File: config.mk
export PLATFORM = sky130hd
export DESIGN_NAME = key_sequence_store
export DESIGN_NICKNAME = d
export VERILOG_FILES = /design/src/rtl/recorder_pkg.sv /design/src/rtl/slot_timer.sv /design/src/rtl/key_sequence_store.sv
export SDC_FILE = /design/constraint.sdc
export NUM_CORES = 1
export LEC_CHECK = 0
export CAP_MARGIN = 5
export CORE_MARGIN = 2
export CORE_UTILIZATION = 61
export DETAILED_ROUTE_END_ITERATION = 16
export PLACE_DENSITY = 0.82
export SYNTH_ARGS = -nofsm -noshare
export SYNTH_HDL_FRONTEND = slang
export SYNTH_SLANG_ARGS = --single-unit
File: constraint.sdc
create_clock -name clock -period 3.3 [get_ports clock]
set_input_delay 0.66 -clock clock [delete_from_list [all_inputs] [get_ports clock]]
set_output_delay 0.66 -clock clock [all_outputs]
set_load 0.01 [all_outputs]
File: src/rtl/recorder_pkg.sv
// Shared recorder definitions: session state encoding (matches the control FSM
// mode encoding) and default sizing constants.
package recorder_pkg;

    typedef enum logic [1:0] {
        IDLE = 2'b00,
        REC  = 2'b01,
        PLAY = 2'b10
    } state_t;

    localparam int unsigned NUM_CELLS_DEF   = 30;
    localparam int unsigned TICK_CYCLES_DEF = 50000000;

endpackage

File: src/rtl/slot_timer.sv
// Slot timer: counts 0..TICK_CYCLES-1 while run is high and flags the last
// cycle of each slot on tick. clear holds the count at zero.
module slot_timer
    import recorder_pkg::*;
#(
    parameter int unsigned TICK_CYCLES = TICK_CYCLES_DEF
) (
    input  logic clock,
    input  logic reset,
    input  logic clear,
    input  logic run,
    output logic tick
);

    localparam int unsigned CNT_W = (TICK_CYCLES > 1) ? $clog2(TICK_CYCLES) : 1;
    localparam logic [CNT_W-1:0] LAST = CNT_W'(TICK_CYCLES - 1);

    logic [CNT_W-1:0] count;

    assign tick = run && (count == LAST);

    // Free-running slot counter that wraps on the boundary cycle.
    always_ff @(posedge clock) begin
        if (!reset || clear) begin
            count <= '0;
        end else if (run) begin
            count <= tick ? '0 : count + 1'b1;
        end
    end

endmodule

File: src/rtl/key_sequence_store.sv
// Key sequence store: records the OR of the key vector over each slot period
// into a small slot RAM and replays it on key_out.
// Optional build macro KEY_STORE_LIVE_MONITOR_EN: key_out follows keys (one
// cycle late) in IDLE and REC; otherwise key_out is 0 outside PLAY.
module key_sequence_store
    import recorder_pkg::*;
#(
    parameter int unsigned NUM_CELLS   = NUM_CELLS_DEF,
    parameter int unsigned ADDR_W      = 5,
    parameter int unsigned KEY_W       = 4,
    parameter int unsigned TICK_CYCLES = TICK_CYCLES_DEF
) (
    input  logic              clock,
    input  logic              reset,
    input  logic              recording,
    input  logic              playing_back,
    input  logic [KEY_W-1:0]  keys,
    output logic [KEY_W-1:0]  key_out,
    output logic [ADDR_W-1:0] address,
    output logic              busy,
    output logic              done
);

    localparam logic [ADDR_W-1:0] LAST_ADDR = ADDR_W'(NUM_CELLS - 1);

    state_t            state, state_next;
    logic [KEY_W-1:0]  acc, acc_next;
    logic [ADDR_W-1:0] address_next;
    logic              done_next;
    logic              wr_en;
    logic [KEY_W-1:0]  live_next;
    logic              tick;

    logic [KEY_W-1:0]  ram [NUM_CELLS];

    slot_timer #(
        .TICK_CYCLES (TICK_CYCLES)
    ) u_slot_timer (
        .clock (clock),
        .reset (reset),
        .clear (state == IDLE),
        .run   (state != IDLE),
        .tick  (tick)
    );

    // Session sequencing: entry, slot advance, last-slot completion and abort.
    always_comb begin
        state_next   = state;
        acc_next     = '0;
        address_next = address;
        done_next    = 1'b0;
        wr_en        = 1'b0;
        unique case (state)
            IDLE: begin
                address_next = '0;
                if (recording) begin
                    state_next = REC;
                end else if (playing_back) begin
                    state_next = PLAY;
                end
            end
            REC: begin
                acc_next = acc | keys;
                if (!recording) begin
                    state_next   = IDLE;
                    address_next = '0;
                    acc_next     = '0;
                end else if (tick) begin
                    wr_en    = 1'b1;
                    acc_next = '0;
                    if (address == LAST_ADDR) begin
                        done_next    = 1'b1;
                        state_next   = IDLE;
                        address_next = '0;
                    end else begin
                        address_next = address + 1'b1;
                    end
                end
            end
            PLAY: begin
                if (!playing_back) begin
                    state_next   = IDLE;
                    address_next = '0;
                end else if (tick) begin
                    if (address == LAST_ADDR) begin
                        done_next    = 1'b1;
                        state_next   = IDLE;
                        address_next = '0;
                    end else begin
                        address_next = address + 1'b1;
                    end
                end
            end
            default: begin
                state_next   = IDLE;
                address_next = '0;
            end
        endcase
    end

    // Value driven on key_out whenever the block is not replaying.
    always_comb begin
`ifdef KEY_STORE_LIVE_MONITOR_EN
        live_next = (state == PLAY) ? '0 : keys;
`else
        live_next = '0;
`endif
    end

    // Control and output registers; busy and done are registered with the state.
    always_ff @(posedge clock) begin
        if (!reset) begin
            state   <= IDLE;
            acc     <= '0;
            address <= '0;
            busy    <= 1'b0;
            done    <= 1'b0;
            key_out <= '0;
        end else begin
            state   <= state_next;
            acc     <= acc_next;
            address <= address_next;
            busy    <= (state_next != IDLE);
            done    <= done_next;
            key_out <= (state == PLAY) ? ram[address] : live_next;
        end
    end

    // Slot RAM write; the boundary cycle's keys are folded into the stored value.
    always_ff @(posedge clock) begin
        if (reset && wr_en) begin
            ram[address] <= acc | keys;
        end
    end

endmodule

==> results.yml <==
power_and_ir_drop:
  peakVddDrop_uv: 432
  internal_power_mw: 3.30
  switchingPower_mw: 0.835
  leakagePower_nw: 2.25
  power_density_nw_per_um2: 547
  swShare_pct: 20.2
  p_clk_share_pct: 44.4
  seqPwrFrac_pct: 53.5
  combPwrFrac_pct: 2.1
logic_synthesis:
  synth_edf_count: 120
  async_flop_share_pct: 0
  yosysTopAreaCell: "edfxtp_1"
  ys.flop_type: "edfxtp_1"
  syn_nets: 530
  yosys-top-cells-area: "edfxtp_1, dfxtp_1, mux2i_1"
  ys_ff_latch: 163
  synth_warnings: 0
  syn_avg_cell_area_sq_um: 13.0
  yosys-top-cells-count: "edfxtp_1, nor2_1, mux2i_1"
  yosys.cell_count.top_type: "edfxtp_1"
  ys_seq_area_share_pct: 66.9
  synth_top_area_share_pct: 54.0
  synth_cell_types: 35
  netlist_instances: 513
  synth_area_sq_um: 6680
global_routing:
  gr-total-overflow: 0
  grt_pass1_wl_microns: 22400
  grt_max_degree: 32
  grt_pass1_vias: 4270
  antenna_found_initial: 0
  grt_usage_pct: 26.5
cells_and_area:
  drive_gt1_share_pct: 7.47
  fin_nets: 554
  area_growth_pct: 13.1
  postLayoutCellArea_sq_um: 7550
  antenna-diode-count: 0
floorplan:
  coreArea_sq_um: 10700
  dieArea_sq_um: 11800
  fp.dieH_microns: 109
  die_w_microns: 109
  start_util_pct: 62.1
  ios: 19
  rows: 38
sta:
  slew_viol_final: 0
  max_slew_margin_pct: 53.8
  finalHoldViolations: 0
  fin_crit_sh_pct: 90.0
  setup_tns_ns: 0
  fin_skew_ns: 0.00362
  rsz0062_at_grt: "false"
  max_freq_ghz: 0.337
  setup_viol: 0
  period_needed_ns: 2.97
  tightest_slew_ns: 0.687
placed_design:
  finalWeightedCongestion: 0.930
  detailed_place_hpwl_microns: 9250
  place_area_sq_um: 7000
  io_buffers: 18
clock_tree:
  cts-root-buf: "clkbuf_8"
  path_clk_slew_ns: 0.06
  cts_setup_buffers: 0
  clk_latency_ns: 0.53
  ctsResizeCount: 0
  cts_tree: "done"
  cts-hold-fix-buffers: 0
  h-tree-depth: 4
  clockBufferDepth: 2
  cts_buffers: 17
  cts.sinks: 163
worst_setup_path:
  cp_slowest_stage_delay_ns: 0.63
  crit_slowest_cell: "nor4_2"
  required_ns: 3.47
  worstSetupPathType: "register to register"
  reg2reg_slack_ns: 0.33
  start_kind: "register"
  path_cells: "nor4_1 > nand4_1 > nor4_2 > nand2_1 > nor3_1"
  crit_fanout: 8
  end_kind: "register"
  arrival_ns: 3.14
detailed_routing:
  drc_errors: 0
  ant_nets: 0
  vias: 4276
  routed_wl_microns: 14300
  drtIter0Drc: 394
  drt_pass1_iterations: 6
  post_drt_wl_per_cell_microns: 20.8
  vias_per_cell: 6.21
outcome:
  status: "finished clean"
worst_hold_path:
  min_path_type: "register to register"
run:
  max_cap_viol_count: 0
-- layout make-up --
type                       instances  area [sq um]
timing repair buffer              22           210
multi-input combinational        326          2120
tap                              140           175
clock inverter                    14           138
fill                             747          3190
inverter                           7          26.3
clock buffer                      17           414
sequential                       163          4470
-- power by group through the flow --
stage	Combinational [mW]	Sequential, mW	Clock, mW
CTS	0.0868	2.21	1.84
global route	0.0951	2.21	1.93
finish	0.0863	2.21	1.84
floorplan	0.0461	2.25	0
detailed placement	0.0860	2.25	0
global placement	0.0832	2.25	0
-- logic make-up (layout without fill, tap and decap cells) --
logic type / Yosys count / after routing / share of synthesized area [%]
simple gates: 184 / 184 / 13.5
mux: 61 / 61 / 9.14
buf+inv: 24 / 60 / 1.39
xor+xnor: 24 / 24 / 3.15
compound gates: 48 / 48 / 4.25
flops: 163 / 163 / 66.9
fa+ha+maj: 9 / 9 / 1.69
-- critical path, delay by kind of cell, from the launching register on --
family	cells	cell delay [ns]
simple gates	5	2.26
flops	1	0.34
-- metrics by stage --
| step | setup slack (ns) | util [%] | hold slack (ns) | total power, mW | cells |
|---|---|---|---|---|---|
| 2_1_floorplan | 0.866 | - | 0.441 | 2.30 | 513 |
| 3_3_place_gp | 0.604 | 65.1 | 0.459 | 2.34 | 658 |
| 3_5_place_dp | 0.462 | 65.1 | 0.467 | 2.34 | 658 |
| 4_1_cts | 0.364 | 70.3 | 0.485 | 4.14 | 689 |
| 5_1_grt | 0.174 | 70.3 | 0.505 | 4.23 | 689 |
| 6_report | 0.330 | 70.3 | 0.478 | 4.13 | 689 |
-- worst paths after layout --
| path | start | endpoint | cells past startpoint |
|---|---|---|---|
| hold reg to reg | u_slot_timer.count[0]$_SDFFE_PP0N_ | u_slot_timer.count[0]$_SDFFE_PP0N_ | 1 |
| setup reg to reg | u_slot_timer.count[8]$_SDFFE_PP0N_ | ram[28][3]$_DFFE_PP_ | 5 |
| setup / recovery | u_slot_timer.count[8]$_SDFFE_PP0N_ | ram[28][3]$_DFFE_PP_ | 5 |
| hold / removal | u_slot_timer.count[0]$_SDFFE_PP0N_ | u_slot_timer.count[0]$_SDFFE_PP0N_ | 1 |
-- placed cells by master (no fill, tap or decap), types with 3 or more instances in the layout --
| cell | instances |
|---|---|
| a21oi_1 | 11 |
| and3_1 | 6 |
| and4_1 | 3 |
| buf_4 | 4 |
| clkbuf_16 | 16 |
| clkdlybuf4s50_1 | 18 |
| clkinv_1 | 3 |
| clkinvlp_4 | 4 |
| dfxtp_1 | 42 |
| edfxtp_1 | 120 |
| ha_1 | 9 |
| inv_1 | 7 |
| inv_6 | 3 |
| mux2i_1 | 61 |
| nand2_1 | 27 |
| nand2b_1 | 4 |
| nand3_1 | 22 |
| nand4_1 | 10 |
| nor2_1 | 69 |
| nor2b_1 | 6 |
| nor3_1 | 7 |
| nor4_1 | 10 |
| o21ai_0 | 4 |
| o22ai_1 | 28 |
| or2_2 | 6 |
| or3_1 | 4 |
| xnor2_1 | 9 |
| xor2_1 | 15 |
-- registers in the layout, indices dropped and copies added, names as in the netlist --
name / count
u_slot_timer.count: 26
state: 2
busy: 1
key_out: 4
acc: 4
address: 5
ram: 120
done: 1
-- layer usage --
layer  vias up  global-route usage, %  share of wire, %
li1       1958                      -                 -
met1      2067                   33.6                39
met2       206                   40.7                48
met3        45                   9.44               9.1
met4         0                   12.8               3.3
met5         -                      0                 0
Power figures use the tool's default switching activity.
